`src/rtl/polar_pkg.sv`:
```
// polar_pkg
//   Definitions shared by the polar-code frozen-bit insertion and
//   extraction blocks.
//
//   extract_state_t : control states of the frozen-bit extractor
//   idx_w(n)        : width of one sorted_indexes entry for code length n
//                     ($clog2(n) position bits plus one spare bit)

package polar_pkg;

    typedef enum logic [1:0] {
        UNCFG   = 2'd0,
        MAP     = 2'd1,
        COLLECT = 2'd2,
        OUT     = 2'd3
    } extract_state_t;

    function automatic int idx_w(input int n);
        return $clog2(n) + 1;
    endfunction

endpackage

```
`src/rtl/frozen_rank_table.sv`:
```
// frozen_rank_table
//   Holds a snapshot of the reliability-sorted index list and derives,
//   for every code position p, its reliability rank (0 = most reliable)
//   and whether it carries an information bit (rank < K). The table is
//   built by an N-cycle sequencer, one sorted entry per cycle.
//
// Ports
//   clk, rst_n      : clock, asynchronous active-low reset
//   load            : one-cycle pulse, snapshot sorted_indexes and rebuild
//   sorted_indexes  : N entries of IW bits, [N-1] is the most reliable
//   busy            : table build in progress
//   last            : busy cycle that writes the final entry
//   lookup_pos      : code position to look up
//   lookup_rank     : rank of lookup_pos (combinational)
//   lookup_info     : lookup_pos is an information position (combinational)

module frozen_rank_table
    import polar_pkg::*;
#(
    parameter int N  = 32,
    parameter int K  = 16,
    parameter int IW = idx_w(N),
    localparam int RW = $clog2(N)
) (
    input  logic          clk,
    input  logic          rst_n,
    input  logic          load,
    input  logic [IW-1:0] sorted_indexes [N],
    output logic          busy,
    output logic          last,
    input  logic [RW-1:0] lookup_pos,
    output logic [RW-1:0] lookup_rank,
    output logic          lookup_info
);

    localparam logic [RW-1:0] JMAX = RW'(N - 1);
    localparam logic [RW:0]   KLIM = (RW + 1)'(K);

    logic [IW-1:0] snap [N];
    logic [RW-1:0] rank_tbl [N];
    logic [N-1:0]  info_tbl;
    logic [RW-1:0] j;
    logic [RW-1:0] sel;
    logic [IW-1:0] sel_idx;
    logic [RW-1:0] p;
    logic          unused_sel_msb;

    // Step j walks the snapshot from the most reliable entry downwards,
    // so the j-th visited position gets rank j. Only the low position bits
    // of each entry address the table; the spare top bit is ignored.
    assign sel            = JMAX - j;
    assign sel_idx        = snap[sel];
    assign p              = sel_idx[RW-1:0];
    assign unused_sel_msb = sel_idx[IW-1];
    assign last           = busy && (j == JMAX);

    assign lookup_rank = rank_tbl[lookup_pos];
    assign lookup_info = info_tbl[lookup_pos];

    // A load clears the info flags so a malformed list (duplicates) leaves
    // untouched positions frozen rather than stale from an older table.
    always_ff @(posedge clk or negedge rst_n) begin
        if (!rst_n) begin
            busy     <= 1'b0;
            j        <= '0;
            info_tbl <= '0;
            for (int i = 0; i < N; i++) begin
                snap[i]     <= '0;
                rank_tbl[i] <= '0;
            end
        end else if (load) begin
            busy     <= 1'b1;
            j        <= '0;
            info_tbl <= '0;
            for (int i = 0; i < N; i++) begin
                snap[i] <= sorted_indexes[i];
            end
        end else if (busy) begin
            rank_tbl[p] <= j;
            info_tbl[p] <= ({1'b0, j} < KLIM);
            if (j == JMAX) begin
                busy <= 1'b0;
            end else begin
                j <= j + 1'b1;
            end
        end
    end

endmodule

```
`src/rtl/frozen_extract.sv`:
```
// frozen_extract
//   Receiver-side frozen-bit removal for a polar decoder. Accepts the N
//   decoded u-hat bits of a frame serially in natural index order, keeps
//   the K information bits in data order (data[i] comes from position
//   sorted_indexes[N-1-i]) and flags any frozen position decoded as 1.
//   Single frame buffer: a frame is presented until the sink takes it.
//
// Ports
//   clk, rst_n      : clock, asynchronous active-low reset
//   cfg_load        : pulse, capture sorted_indexes and rebuild the table
//                     (honoured only when unconfigured or between frames)
//   sorted_indexes  : N entries of IW bits, ascending reliability
//   cfg_busy        : table build in progress
//   in_valid/in_ready/in_bit : serial u-hat input handshake
//   out_valid/out_ready      : frame output handshake
//   out_data        : K extracted information bits, data order
//   frozen_err      : some frozen position of the frame was 1

module frozen_extract
    import polar_pkg::*;
#(
    parameter int N  = 32,
    parameter int K  = 16,
    parameter int IW = idx_w(N)
) (
    input  logic          clk,
    input  logic          rst_n,
    input  logic          cfg_load,
    input  logic [IW-1:0] sorted_indexes [N],
    output logic          cfg_busy,
    input  logic          in_valid,
    output logic          in_ready,
    input  logic          in_bit,
    output logic          out_valid,
    input  logic          out_ready,
    output logic [K-1:0]  out_data,
    output logic          frozen_err
);

    localparam int RW = $clog2(N);
    localparam logic [RW-1:0] CMAX = RW'(N - 1);

    extract_state_t state, state_next;

    logic [RW-1:0] cnt;
    logic [K-1:0]  data_buf;
    logic [K-1:0]  buf_next;
    logic          err_acc;
    logic          tbl_load;
    logic          tbl_busy;
    logic          tbl_last;
    logic [RW-1:0] cur_rank;
    logic          cur_info;
    logic          accept;
    logic          frame_done;
    logic          frozen_one;

    frozen_rank_table #(
        .N  (N),
        .K  (K),
        .IW (IW)
    ) u_rank_table (
        .clk            (clk),
        .rst_n          (rst_n),
        .load           (tbl_load),
        .sorted_indexes (sorted_indexes),
        .busy           (tbl_busy),
        .last           (tbl_last),
        .lookup_pos     (cnt),
        .lookup_rank    (cur_rank),
        .lookup_info    (cur_info)
    );

    // Reconfiguration is only allowed at a frame boundary. A load on the
    // first bit slot takes priority, so in_ready drops for that cycle and
    // no bit is silently lost.
    assign tbl_load   = cfg_load && ((state == UNCFG) ||
                                     ((state == COLLECT) && (cnt == '0)));
    assign in_ready   = (state == COLLECT) && !tbl_load;
    assign out_valid  = (state == OUT);
    assign cfg_busy   = tbl_busy;
    assign accept     = in_valid && in_ready;
    assign frame_done = accept && (cnt == CMAX);
    assign frozen_one = !cur_info && in_bit;

    always_comb begin
        state_next = state;
        case (state)
            UNCFG:   if (tbl_load) state_next = MAP;
            MAP:     if (tbl_last) state_next = COLLECT;
            COLLECT: begin
                if (tbl_load) begin
                    state_next = MAP;
                end else if (frame_done) begin
                    state_next = OUT;
                end
            end
            OUT:     if (out_ready) state_next = COLLECT;
            default: state_next = UNCFG;
        endcase
    end

    // The incoming bit is merged into the buffer here so the final bit of
    // a frame can go straight to out_data on the completing accept.
    always_comb begin
        buf_next = data_buf;
        for (int i = 0; i < K; i++) begin
            if (cur_info && (cur_rank == RW'(i))) begin
                buf_next[i] = in_bit;
            end
        end
    end

    always_ff @(posedge clk or negedge rst_n) begin
        if (!rst_n) begin
            state      <= UNCFG;
            cnt        <= '0;
            data_buf   <= '0;
            err_acc    <= 1'b0;
            out_data   <= '0;
            frozen_err <= 1'b0;
        end else begin
            state <= state_next;
            if (tbl_load) begin
                cnt     <= '0;
                err_acc <= 1'b0;
            end else if (accept) begin
                data_buf <= buf_next;
                if (frame_done) begin
                    cnt        <= '0;
                    err_acc    <= 1'b0;
                    out_data   <= buf_next;
                    frozen_err <= err_acc | frozen_one;
                end else begin
                    cnt     <= cnt + 1'b1;
                    err_acc <= err_acc | frozen_one;
                end
            end
        end
    end

endmodule

```
`config.mk`:
```
export PLATFORM = sky130hd
export DESIGN_NAME = frozen_extract
export DESIGN_NICKNAME = d
export VERILOG_FILES = /design/src/rtl/polar_pkg.sv /design/src/rtl/frozen_rank_table.sv /design/src/rtl/frozen_extract.sv
export SDC_FILE = /design/constraint.sdc
export NUM_CORES = 1
export LEC_CHECK = 0
export ABC_CLOCK_PERIOD_IN_PS = 10000
export CAP_MARGIN = 20
export CORE_AREA = 4 4 240 242
export DETAILED_ROUTE_END_ITERATION = 12
export DIE_AREA = 0 0 244 246
export PLACE_DENSITY = 0.55
export SLEW_MARGIN = 20
export SYNTH_ARGS = -nofsm -noshare
export SYNTH_HDL_FRONTEND = slang
export SYNTH_SLANG_ARGS = --single-unit
```
`constraint.sdc`:
```
create_clock -name clk -period 10 [get_ports clk]
set_input_delay 1.5 -clock clk [delete_from_list [all_inputs] [get_ports clk]]
set_output_delay 1.5 -clock clk [all_outputs]
set_load 0.1 [all_outputs]
```
==> impl_metrics.json <==
{
  "status": "completed",
  "cp_top_family": "buffers and inverters",
  "diodes": 0,
  "io_pins": 218,
  "postCtsSetupBuffers": 0,
  "die_y_microns": 246,
  "intPower_mw": 4.36,
  "yosys.area.top_type": "dfrtp_1",
  "path_cells": "buf_4 -> inv_1 -> ha_1 -> or4b_2 -> a21bo_4 -> and3_1 -> clkdlybuf4s50_1",
  "clkPwrFrac": 0.227,
  "critPathMaxStageDelay_ns": 1.20,
  "root_buffer": "clkbuf_16",
  "whs_endpoint": "u_rank_table.snap[64]",
  "min_delay_path_depth": 2,
  "clock_skew_ns": 0.0191,
  "worstSetupPathType": "flop to output pin",
  "rr_startpoint": "u_rank_table.j[1]",
  "std_cell_rows": 86,
  "ys_ff_latch": 399,
  "drive_above_1_share": 0.180,
  "vias": 13600,
  "hold_viol": 0,
  "synth_area_sq_mm": 0.0192,
  "wirelength_microns": 52400,
  "seqCellArea_sq_mm": 0.0100,
  "worst_path_max_delay_cell": "clkdlybuf4s50_1",
  "synth_area_leaders": "dfrtp_1 52%, nand2_1 11%, mux2_2 11%",
  "nets": 2097,
  "grt_util_met1": 0.238,
  "coreArea_sq_mm": 0.0551,
  "power.leakage_nw": 10.7,
  "power_frac_comb": 0.403,
  "avgSynthCellArea_sq_um": 10.8,
  "cts_sinks": 399,
  "gr-usage-met2": 0.284,
  "dpl_worst_slack_ns": 4.30,
  "cp_num_cells": 7,
  "period_minus_slack_ns": 5.75,
  "area_growth_pct": 19.6,
  "io_buffers": 185,
  "min_path_type": "flop to flop",
  "max-cap-violations": 0,
  "top_usage_layer": "met2",
  "via_per_inst": 5.08,
  "hp-start": "u_rank_table.snap[64]",
  "synth.top_cell.area_share": 0.519,
  "dominantRegCellSynth": "dfrtp_1",
  "final_antenna_net_count": 0,
  "synth-edff-count": 0,
  "switchingPower_mw": 2.68,
  "cp_data_required_time_ns": 8.50,
  "power_density_mw_per_mm2": 306,
  "synthDistinctLibCells": 78,
  "cts_resized": 0,
  "cts_hold_buf": 0,
  "start_util": 0.349,
  "switching_share": 0.380,
  "gp_congestion": 0.806,
  "r2r_cells": 7,
  "fill_cells": 5382,
  "first_pass_iters": 5,
  "slew_violations": 0,
  "rrSetupSlack_ns": 5.07,
  "dpl.hpwl_microns": 35300,
  "drc_errors": 0,
  "async_flop_share": 1.00,
  "synth_warnings": 0,
  "die_w_microns": 244,
  "dpl.cell_count": 2595,
  "end_kind": "output pin",
  "wl_per_cell_microns": 19.6,
  "drtIter0Drc": 896,
  "worstMarginPinSlew_ns": 1.12,
  "syn_nets": 1982,
  "syn_inst": 1779,
  "vdd_drop_max_v": 0.000178,
  "final_cells": 2672,
  "grt.overflow.total": 0,
  "multi_input_area_sq_mm": 0.00863,
  "rsz0062_at_grt": "false",
  "grtUsageTotal": 0.174,
  "path_buf_inv": 3,
  "grt_max_degree": 119,
  "cts.clk_slew.worst_paths_ns": 0.06,
  "die_area_sq_mm": 0.0600,
  "placed_area_sq_mm": 0.0216,
  "power_frac_seq": 0.370,
  "relSlewSlack": 0.251,
  "cts_made_buffers": 45,
  "final_cell_area_sq_mm": 0.0230,
  "antenna_found_initial": 0,
  "r2r_end": "u_rank_table.rank_tbl[18]",
  "clk_path_buf_depth": 3,
  "path_max_fanout": 37,
  "cts_tree": "done",
  "synth_sequential_area_ratio": 0.519,
  "crit_path_start_kind": "flop",
  "period_share": 0.575,
  "setup_viol": 0,
  "clk_latency_ns": 0.57,
  "grt_use_met3": 0.0322,
  "grt_first_pass_wirelength_microns": 82600,
  "cts.htree.levels": 2,
  "worst_ep_arrival_time_ns": 4.25,
  "max_freq_ghz": 0.174,
  "setup_slack_ns": 4.25,
  "setup_tns_ns": 0,
  "grt_pass1_vias": 14300
}
-- power groups by stage --
stage	Clock [mW]	Combinational, mW	Sequential (mW)
finish	1.60	2.84	2.60
global route	1.71	3.11	2.68
CTS	1.64	2.87	2.60
detailed placement	0	2.86	2.63
global placement	0	2.81	2.60
floorplan	0	2.20	2.45
-- state kept, by name, indices dropped and copies added (netlist names) --
name	cells
cnt	5
data_buf	16
err_acc	1
frozen_err	1
out_data	16
state	2
u_rank_table.busy	1
u_rank_table.info_tbl	32
u_rank_table.j	5
u_rank_table.rank_tbl	160
u_rank_table.snap	160
-- stage by stage --
step | hold WS [ns] | total power, mW | util
floorplan | 0.440 | 4.66 | -
global placement | 0.455 | 5.41 | 0.391
detailed placement | 0.460 | 5.49 | 0.391
CTS | 0.474 | 7.12 | 0.417
global route | 0.491 | 7.50 | 0.418
finish | 0.470 | 7.04 | 0.418
-- placed cells by master (no fill, tap or decap), types with 4 or more instances in the layout --
master	Yosys	layout
a221oi_1	9	9
clkbuf_16	0	46
clkbuf_8	0	14
a21oi_1	34	34
o22ai_1	6	6
and2_1	10	10
and3_1	9	9
mux4_2	47	47
nand2_1	571	571
dfrtp_1	399	396
a211oi_1	6	6
nor2b_1	13	13
ha_1	5	5
clkinv_2	0	7
clkdlybuf4s50_1	0	184
mux2i_1	93	93
nor2_1	39	39
buf_4	13	15
mux2_1	5	5
mux2_2	184	184
o31ai_1	7	6
nand3b_1	4	4
o221ai_1	9	9
and2b_1	10	10
mux2_4	5	5
o21ai_0	30	30
inv_1	6	6
o211ai_1	4	4
nand2b_1	11	10
a2bb2oi_1	4	4
a41o_1	4	4
nor3_1	21	21
a22oi_1	7	7
clkbuf_1	97	8
nand3_1	15	15
a31oi_1	18	18
and3b_1	4	4
-- worst max-delay path by stage --
stage | from | end | slack (ns)
6_report | cnt[1] | in_ready | 4.25
5_1_grt | cnt[1] | in_ready | 4.06
3_3_place_gp | cfg_load | in_ready | 4.30
3_5_place_dp | cfg_load | in_ready | 4.30
4_1_cts | cnt[1] | in_ready | 4.19
2_1_floorplan | cnt[0] | in_ready | 5.58
-- synth_stat cells, types with 5 or more instances --
| cell | n |
|---|---|
| buf_6 | 5 |
| mux4_2 | 47 |
| o221ai_1 | 9 |
| and3_1 | 9 |
| inv_1 | 6 |
| mux2_2 | 184 |
| nand3_1 | 15 |
| clkbuf_1 | 97 |
| a211oi_1 | 6 |
| dfrtp_1 | 399 |
| buf_4 | 13 |
| nor2_1 | 39 |
| a21oi_1 | 34 |
| nand2_1 | 571 |
| a31oi_1 | 18 |
| nor3_1 | 21 |
| nor2b_1 | 13 |
| a22oi_1 | 7 |
| a221oi_1 | 9 |
| o22ai_1 | 6 |
| ha_1 | 5 |
| o31ai_1 | 7 |
| o21ai_0 | 30 |
| mux2_1 | 5 |
| mux2i_1 | 93 |
| and2b_1 | 10 |
| mux2_4 | 5 |
| nand2b_1 | 11 |
| buf_2 | 16 |
| and2_1 | 10 |
-- cell type report --
| cell class | count | area share |
|---|---|---|
| clock inverters | 9 | 0.00256 |
| multi-input cells | 1240 | 0.375 |
| flip-flops and latches | 399 | 0.434 |
| well taps | 748 | 0.0407 |
| inverters | 6 | 0.000979 |
| clock buffers | 68 | 0.0597 |
| repair buffers | 202 | 0.0866 |
-- kinds of logic after synthesis --
family                   synth area share
AND/OR/NAND/NOR                     0.167
flip-flops                          0.519
multiplexers                        0.219
AO/OA/AOI/OAI                      0.0570
buffers and inverters              0.0334
adder cells (fa/ha/maj)           0.00325
XOR/XNOR                          0.00137
-- worst min-delay path, delay by kind of cell, from the launching register on --
family	cells	cell delay [ns]
DFF	1	0.33
and+or+nand+nor	2	0.11
-- routing by layer --
metal | share of wire | wire length [microns]
met5 | 0 | 0
met4 | 0.026 | 1370
met3 | 0.045 | 2380
met2 | 0.47 | 24700
met1 | 0.46 | 23900
No activity file was read; power rests on OpenSTA's default activity.
